<file path="config.mk">
export PLATFORM = sky130hd
export DESIGN_NAME = sub16_div_seq
export DESIGN_NICKNAME = d
export VERILOG_FILES = /design/src/rtl/sub16_div_seq.sv
export SDC_FILE = /design/constraint.sdc
export NUM_CORES = 1
export LEC_CHECK = 0
export CAP_MARGIN = 20
export CORE_MARGIN = 1
export CORE_UTILIZATION = 54
export CTS_CLUSTER_SIZE = 10
export DETAILED_ROUTE_END_ITERATION = 6
export PLACE_DENSITY = 0.8
export SLEW_MARGIN = 5
export SYNTH_ARGS = -nofsm -noshare
export SYNTH_HDL_FRONTEND = slang
export SYNTH_SLANG_ARGS = --single-unit
</file>
<file path="constraint.sdc">
create_clock -name clk -period 3.65 [get_ports clk]
set_input_delay 0.365 -clock clk [delete_from_list [all_inputs] [get_ports clk]]
set_output_delay 0.365 -clock clk [all_outputs]
set_load 0.1 [all_outputs]
</file>
<file path="src/rtl/sub16_div_seq.sv">
// Sequential unsigned restoring divider: one shared WIDTH+1-bit subtractor
// stepped WIDTH times per operation, with a start/done handshake.
module sub16_div_seq #(
  parameter int unsigned WIDTH = 16
) (
  input  logic             clk,
  input  logic             rst_n,
  input  logic             start,
  input  logic [WIDTH-1:0] dividend,
  input  logic [WIDTH-1:0] divisor,
  output logic             busy,
  output logic             done,
  output logic [WIDTH-1:0] quotient,
  output logic [WIDTH-1:0] remainder,
  output logic             div_zero
);

  localparam int unsigned CNT_W = $clog2(WIDTH + 1);
  localparam int unsigned SUM_W = WIDTH + 2;

  typedef enum logic [1:0] {
    IDLE = 2'd0,
    RUN  = 2'd1,
    DONE = 2'd2
  } state_t;

  state_t           state, state_next;
  logic [WIDTH-1:0] d_reg, d_next;
  logic [WIDTH-1:0] q_reg, q_next;
  logic [WIDTH:0]   r_reg, r_next;
  logic [CNT_W-1:0] cnt, cnt_next;
  logic             busy_next, done_next, div_zero_next;
  logic [WIDTH-1:0] quotient_next, remainder_next;

  logic [WIDTH:0]   rs;
  logic [WIDTH-1:0] qs;
  logic [SUM_W-1:0] sub_sum;
  logic             no_borrow;
  logic [WIDTH:0]   iter_r;
  logic [WIDTH-1:0] iter_q;

  // One restoring step: shift {R,Q} left, trial-subtract D as R + ~D + 1.
  // The extra carry bit above the WIDTH+1-bit sum is the no-borrow flag.
  always_comb begin
    rs        = {r_reg[WIDTH-1:0], q_reg[WIDTH-1]};
    qs        = {q_reg[WIDTH-2:0], 1'b0};
    sub_sum   = {1'b0, rs} + {1'b0, ~{1'b0, d_reg}} + SUM_W'(1);
    no_borrow = sub_sum[WIDTH+1];
    iter_r    = no_borrow ? sub_sum[WIDTH:0] : rs;
    iter_q    = {qs[WIDTH-1:1], no_borrow};
  end

  // Next-state and next-output logic.
  always_comb begin
    state_next     = state;
    d_next         = d_reg;
    q_next         = q_reg;
    r_next         = r_reg;
    cnt_next       = cnt;
    busy_next      = 1'b0;
    done_next      = 1'b0;
    quotient_next  = quotient;
    remainder_next = remainder;
    div_zero_next  = div_zero;

    case (state)
      IDLE, DONE: begin
        if (start) begin
          d_next   = divisor;
          r_next   = '0;
          q_next   = dividend;
          cnt_next = '0;
          if (divisor == '0) begin
            // Divide by zero skips the iterations entirely.
            state_next     = DONE;
            done_next      = 1'b1;
            quotient_next  = '1;
            remainder_next = dividend;
            div_zero_next  = 1'b1;
          end else begin
            state_next = RUN;
            busy_next  = 1'b1;
          end
        end else begin
          state_next = IDLE;
        end
      end

      RUN: begin
        r_next   = iter_r;
        q_next   = iter_q;
        cnt_next = cnt + CNT_W'(1);
        if (cnt == CNT_W'(WIDTH - 1)) begin
          state_next     = DONE;
          done_next      = 1'b1;
          quotient_next  = iter_q;
          remainder_next = iter_r[WIDTH-1:0];
          div_zero_next  = 1'b0;
        end else begin
          busy_next = 1'b1;
        end
      end

      default: state_next = IDLE;
    endcase
  end

  // State and output registers; reset clears everything and aborts a run.
  always_ff @(posedge clk) begin
    if (!rst_n) begin
      state     <= IDLE;
      d_reg     <= '0;
      q_reg     <= '0;
      r_reg     <= '0;
      cnt       <= '0;
      busy      <= 1'b0;
      done      <= 1'b0;
      quotient  <= '0;
      remainder <= '0;
      div_zero  <= 1'b0;
    end else begin
      state     <= state_next;
      d_reg     <= d_next;
      q_reg     <= q_next;
      r_reg     <= r_next;
      cnt       <= cnt_next;
      busy      <= busy_next;
      done      <= done_next;
      quotient  <= quotient_next;
      remainder <= remainder_next;
      div_zero  <= div_zero_next;
    end
  end

endmodule
</file>
==> flow_metrics.py, run 1 <==
metrics = {
    "detailed_routing": {
        "ant_nets": 0,
        "wl_microns": 11840,
        "avgRoutedWirePerCell_microns": 16.33,
        "drtIter0Drc": 270,
        "drc": 0,
        "via_per_inst": 6.007,
        "via_count": 4355,
        "dr.pass1.iters": 5,
    },
    "global_route": {
        "grt_max_degree": 67,
        "grt_pass1_vias": 4002,
        "antenna_found_initial": 0,
        "grt_pass1_wl_microns": 19260,
        "grt.total_usage_pct": 28.68,
        "grt_overflow_total": 0,
    },
    "setup_path": {
        "start_kind": "flip-flop",
        "cp_data_arrival_time_ps": 3230,
        "ff2ff_setup_slack_ps": 690,
        "crit_type": "flip-flop to flip-flop",
        "crit_fanout": 4,
        "endpoint_kind": "flip-flop",
        "required_ps": 3920,
    },
    "synth": {
        "synth_top_area_share_pct": 40.96,
        "synth_top_cell_by_area": "dfxtp_1",
        "synth.distinct_cells": 55,
        "synth_seq_area_share_pct": 40.96,
        "syn_area_per_cell_sq_um": 7.814,
        "yosys_most_used_dff": "dfxtp_1",
        "postSynth.asyncResetShare_pct": 0,
        "synth_warnings": 0,
        "syn_nets": 617,
        "synth_edf_count": 0,
        "syn_inst": 563,
        "syn-cell-area_sq_mm": 0.004399,
        "synth.top_cells.by_area": "dfxtp_1 (41%), nand2_1 (8.4%), a21oi_1 (5.1%), ha_1 (5.1%), nor3_1 (4.3%)",
        "synth_common_cells": "nand2_1 (99), dfxtp_1 (90), a21oi_1 (45)",
        "yosys.cell_count.top_type": "nand2_1",
        "ys_ff_latch": 90,
    },
    "clock_tree": {
        "cts_hold_buffers": 0,
        "ctsResizeCount": 0,
        "cts_setup_buffers": 0,
        "htree_levels": 3,
        "clkTransAtPathRegs_ps": 90,
        "cts-root-buf": "clkbuf_8",
        "cts_buffer_depth": 2,
        "clk_latency_ps": 360,
        "cts_num_sinks": 90,
        "numCtsBuffers": 9,
        "cts_tree": "built",
    },
    "floorplan": {
        "ios": 70,
        "die_h_microns": 92.26,
        "core_sq_mm": 0.007807,
        "initial_core_util_pct": 56.35,
        "die_w_microns": 92.26,
        "core.rowCount": 32,
        "die_area_sq_mm": 0.008512,
    },
    "timing": {
        "fmax_ghz": 0.3382,
        "period_share_pct": 81.00,
        "relSlewSlack_pct": 33.90,
        "rsz0062_at_grt": "no",
        "fin_worst_skew_ps": 8.188,
        "finalSetupViolCount": 0,
        "period_minus_slack_ps": 2956,
        "tns_ps": 0,
        "worstMarginPinSlew_ps": 988.5,
        "hold_viol_final": 0,
        "maxSlewViolCount": 0,
    },
    "power": {
        "p_seq_share_pct": 42.3,
        "power_density_mw_per_mm2": 471.2,
        "pwr-share-clk_pct": 27.8,
        "p_int_mw": 1.654,
        "p_switching_mw": 0.8727,
        "p_comb_share_pct": 29.8,
        "swShare_pct": 34.54,
        "p_leak_nw": 1.977,
        "ir_drop_v": 0.0003111,
    },
    "cells_and_area": {
        "drive_above_1_share_pct": 5.778,
        "area.growth.synth_to_final_pct": 21.87,
        "antenna_cells": 0,
        "final_cells": 725,
        "final_nets": 672,
    },
    "hold_path": {
        "hold_path_class": "flip-flop to flip-flop",
    },
    "placed_design": {
        "portBuffers": 69,
        "gp_congestion": 0.9792,
        "post-dp-hpwl_microns": 8684,
        "dp.cells": 708,
    },
    "outcome": {
        "outcome": "complete, no violations",
    },
    "run": {
        "cap_violations": 0,
    },
}
==> cells by family after synthesis <==
group | after synthesis | synth area share [%]
AND/OR/NAND/NOR | 218 | 22.35
flip-flops | 90 | 40.96
XOR/XNOR | 9 | 1.792
AO/OA/AOI/OAI | 163 | 22.64
buffers and inverters | 57 | 5.091
multiplexers | 7 | 1.593
adder cells (fa/ha/maj) | 19 | 5.575
==> metrics by stage <==
step	power, mW	area [sq um]	hold WS (ps)	worst slack [ps]	util [%]
floorplan	1.640	4399	436.3	1108	-
global placement	1.806	5141	437.7	852.6	65.85
detailed placement	1.822	5141	447.3	781.6	65.85
CTS	2.510	5341	459.5	757.8	68.41
global route	2.645	5361	481.0	579.3	68.67
finish	2.526	5361	456.3	693.6	68.67
==> layout make-up <==
class | count | area, sq um
clock inverters | 6 | 72.57
repair buffers | 77 | 763.2
clock buffers | 10 | 127.6
inverters | 24 | 90.09
well taps | 102 | 127.6
multi-input cells | 416 | 2379
fillers | 685 | 2446
flip-flops and latches | 90 | 1802
==> routing by layer <==
metal	up-vias	wire, microns	track usage (%)
met5	-	0	0
met4	0	180	8.724
met3	20	723	3.234
met2	184	5596	46.70
met1	2034	5341	39.85
li1	2117	-	-
==> final timing paths <==
kind	endpoint	cells after the start	startpoint
worst min register to register	remainder[10]$_SDFFE_PN0P_	2	remainder[10]$_SDFFE_PN0P_
worst max register to register	remainder[14]$_SDFFE_PN0P_	11	q_reg[15]$_SDFFE_PN0P_
worst min-delay path	remainder[10]$_SDFFE_PN0P_	2	remainder[10]$_SDFFE_PN0P_
worst max-delay path	remainder[14]$_SDFFE_PN0P_	11	q_reg[15]$_SDFFE_PN0P_
==> cells in the final DEF (no fill, tap or decap), types with 9 or more instances in the layout <==
cell type | Yosys | final
nand2_1 | 99 | 99
nor3_1 | 38 | 38
clkbuf_8 | 0 | 9
clkdlybuf4s50_1 | 0 | 69
dfxtp_1 | 90 | 90
ha_1 | 18 | 18
inv_1 | 22 | 22
o21ai_1 | 14 | 14
nor2_1 | 37 | 37
a31oi_1 | 19 | 19
o21ai_0 | 36 | 36
a21oi_1 | 45 | 45
==> power groups by stage <==
stage | logic (mW) | clock network [mW] | registers (mW)
floorplan | 0.556 | 0 | 1.08
global placement | 0.719 | 0 | 1.09
detailed placement | 0.732 | 0 | 1.09
CTS | 0.736 | 0.706 | 1.07
global route | 0.822 | 0.749 | 1.07
finish | 0.754 | 0.703 | 1.07
==> critical path, stage by stage, from the launching register on <==
cell,delay [ps]
dfxtp_1,340
inv_1,60
ha_1,150
inv_1,50
fa_1,390
a21o_1,210
a221oi_2,510
o211ai_1,160
a221oi_1,350
xnor2_1,200
mux2i_1,160
a311oi_1,290
No activity file was read; power rests on OpenSTA's default activity.
==> run 2, diff against run 1 <==
==> constraint.sdc (replaced) <==
create_clock -name clk -period 2.99 [get_ports clk]
set_input_delay 0.299 -clock clk [delete_from_list [all_inputs] [get_ports clk]]
set_output_delay 0.299 -clock clk [all_outputs]
set_load 0.1 [all_outputs]
==> run 2 against run 1 <==
Compared with the run above: routed wire length is 2.6% higher; utilization fell by 0.18 points; sequential share of layout area grew 0.086 points; highest routed layer unchanged; flip-flop and latch count stayed put; combinational power up 23%; clock power grew 22%.
==> flow_metrics.py, run 2 (same netlist as run 1, synthesis figures left out) <==
metrics = {
    "global_route": {
        "grt_pass1_vias": 4056,
        "grt_overflow_total": 0,
        "grt.total_usage_pct": 30.24,
        "grt_max_degree": 48,
        "grt_pass1_wl_microns": 20070,
        "antenna_found_initial": 0,
    },
    "setup_path": {
        "start_kind": "flip-flop",
        "path_cells": "inv_1 -> ha_1 -> inv_1 -> fa_1 -> a21o_1 -> a221oi_4 -> o21ai_2 -> or4_1 -> a32oi_1 -> a21oi_1 -> a311oi_2",
        "crit_type": "flip-flop to flip-flop",
        "cp_slowest_stage_delay_ps": 400,
        "cp_slowest_cell": "or4_1",
        "cp_num_buf_inv": 2,
        "cp_data_arrival_time_ps": 3030,
        "crit_fanout": 4,
        "required_ps": 3280,
        "endpoint_kind": "flip-flop",
        "cpLargestDelayFamily": "compound AO/OA/AOI/OAI gates",
        "crit_top_cell": "inv_1",
    },
    "power": {
        "p_leak_nw": 2.042,
        "ir_drop_v": 0.0003177,
        "total_power_mw": 3.090,
        "power_density_mw_per_mm2": 577.8,
    },
    "detailed_routing": {
        "drtIter0Drc": 287,
        "via_count": 4326,
        "avgRoutedWirePerCell_microns": 16.67,
        "dr.pass1.iters": 5,
        "drc": 0,
        "wl_microns": 12150,
        "via_per_inst": 5.934,
        "ant_nets": 0,
    },
    "placed_design": {
        "post-dp-hpwl_microns": 8905,
        "portBuffers": 69,
        "gp_congestion": 0.9425,
        "dp.cells": 713,
    },
    "clock_tree": {
        "cts_tree": "built",
        "ctsResizeCount": 0,
        "cts_hold_buffers": 0,
        "htree_levels": 3,
        "clk_latency_ps": 380,
        "cts-root-buf": "clkbuf_8",
        "cts_buffer_depth": 2,
        "numCtsBuffers": 9,
        "cts_setup_buffers": 0,
        "cts_num_sinks": 90,
        "clkTransAtPathRegs_ps": 90,
    },
    "timing": {
        "relSlewSlack_pct": 34.20,
        "finalSetupViolCount": 0,
        "fin_worst_skew_ps": 15.81,
        "period_share_pct": 91.73,
        "fmax_ghz": 0.3646,
        "tns_ps": 0,
        "maxSlewViolCount": 0,
        "period_minus_slack_ps": 2743,
        "worstMarginPinSlew_ps": 983.9,
        "hold-worst-slack_ps": 456.3,
        "hold_viol_final": 0,
        "rsz0062_at_grt": "no",
    },
    "hold_path": {
        "hold_path_class": "flip-flop to flip-flop",
    },
    "floorplan": {
        "die_h_microns": 92.26,
        "initial_core_util_pct": 56.35,
        "core.rowCount": 32,
        "die_area_sq_mm": 0.008512,
        "die_w_microns": 92.26,
        "ios": 70,
        "core_sq_mm": 0.007807,
    },
    "cells_and_area": {
        "antenna_cells": 0,
        "final_nets": 676,
        "final_common_cell": "nand2_1",
        "area.growth.synth_to_final_pct": 21.56,
        "final_cells": 729,
        "drive_above_1_share_pct": 9.888,
        "mostFrequentLayoutCells": "nand2_1 (99), dfxtp_1 (90), clkdlybuf4s50_1 (47)",
    },
    "run": {
        "cap_violations": 0,
    },
    "outcome": {
        "outcome": "complete, no violations",
    },
}
[run 2: changes by cell type in the layout (fill, tap and decap cells not counted)]
cell | previous run | this run
buf_4 | 7 | 33
clkdlybuf4s50_1 | 69 | 47
a221oi_2 | 1 | 0
a221oi_4 | 0 | 1
clkinv_4 | 0 | 1
inv_6 | 4 | 3
[run 2: layout make-up]
cell class                      count  area (sq um)
Inverter                           24         90.09
Multi-Input combinational cell    416          2390
Tap cell                          102         127.6
Clock inverter                      6         72.57
Sequential cell                    90          1802
Clock buffer                       10         127.6
Timing Repair Buffer               81         738.2
Fill cell                         657          2460
[run 2: path summary, 6_finish.rpt]
| check | startpoint | depth (start not counted) | slack [ps] | to |
|---|---|---|---|---|
| min | remainder[10]$_SDFFE_PN0P_ | 2 | 460 | remainder[10]$_SDFFE_PN0P_ |
| min reg2reg | remainder[10]$_SDFFE_PN0P_ | 2 | 460 | remainder[10]$_SDFFE_PN0P_ |
| max reg2reg | q_reg[15]$_SDFFE_PN0P_ | 11 | 250 | remainder[12]$_SDFFE_PN0P_ |
| max | q_reg[15]$_SDFFE_PN0P_ | 11 | 250 | remainder[12]$_SDFFE_PN0P_ |
[run 2: where the power goes]
| part | leakage (nW) | internal, mW | total [mW] | switching [mW] |
|---|---|---|---|---|
| clock network | 0.0979 | 0.397 | 0.859 | 0.462 |
| registers | 0.733 | 1.26 | 1.30 | 0.0469 |
| logic | 1.21 | 0.369 | 0.927 | 0.558 |
| total | 2.04 | 2.02 | 3.09 | 1.07 |
[run 2: through the flow]
step                      setup slack [ps]  utilization, %  area [sq um]
after CTS                            193.1           68.35          5336
after floorplan                      447.8               -          4399
final                                247.2           68.49          5348
after detailed placement             231.4           65.79          5136
after global routing                 86.09           68.49          5348
after global placement               307.5           65.79          5136
[run 2: metal layers]
| layer | vias up | routed length [microns] | GRT usage (%) |
|---|---|---|---|
| met3 | 21 | 802 | 4.395 |
| met2 | 181 | 5359 | 46.46 |
| li1 | 2121 | - | - |
| met1 | 2003 | 5771 | 42.35 |
| met5 | - | 0 | 0 |
| met4 | 0 | 216 | 12.63 |
[run 2: worst register-to-register path: stages, from the launching register on]
cell      delay [ps]
dfxtp_1          350
inv_1             70
ha_1             180
inv_1             60
fa_1             390
a21o_1           210
a221oi_4         330
o21ai_2          120
or4_1            400
a32oi_1          210
a21oi_1           90
a311oi_2         260
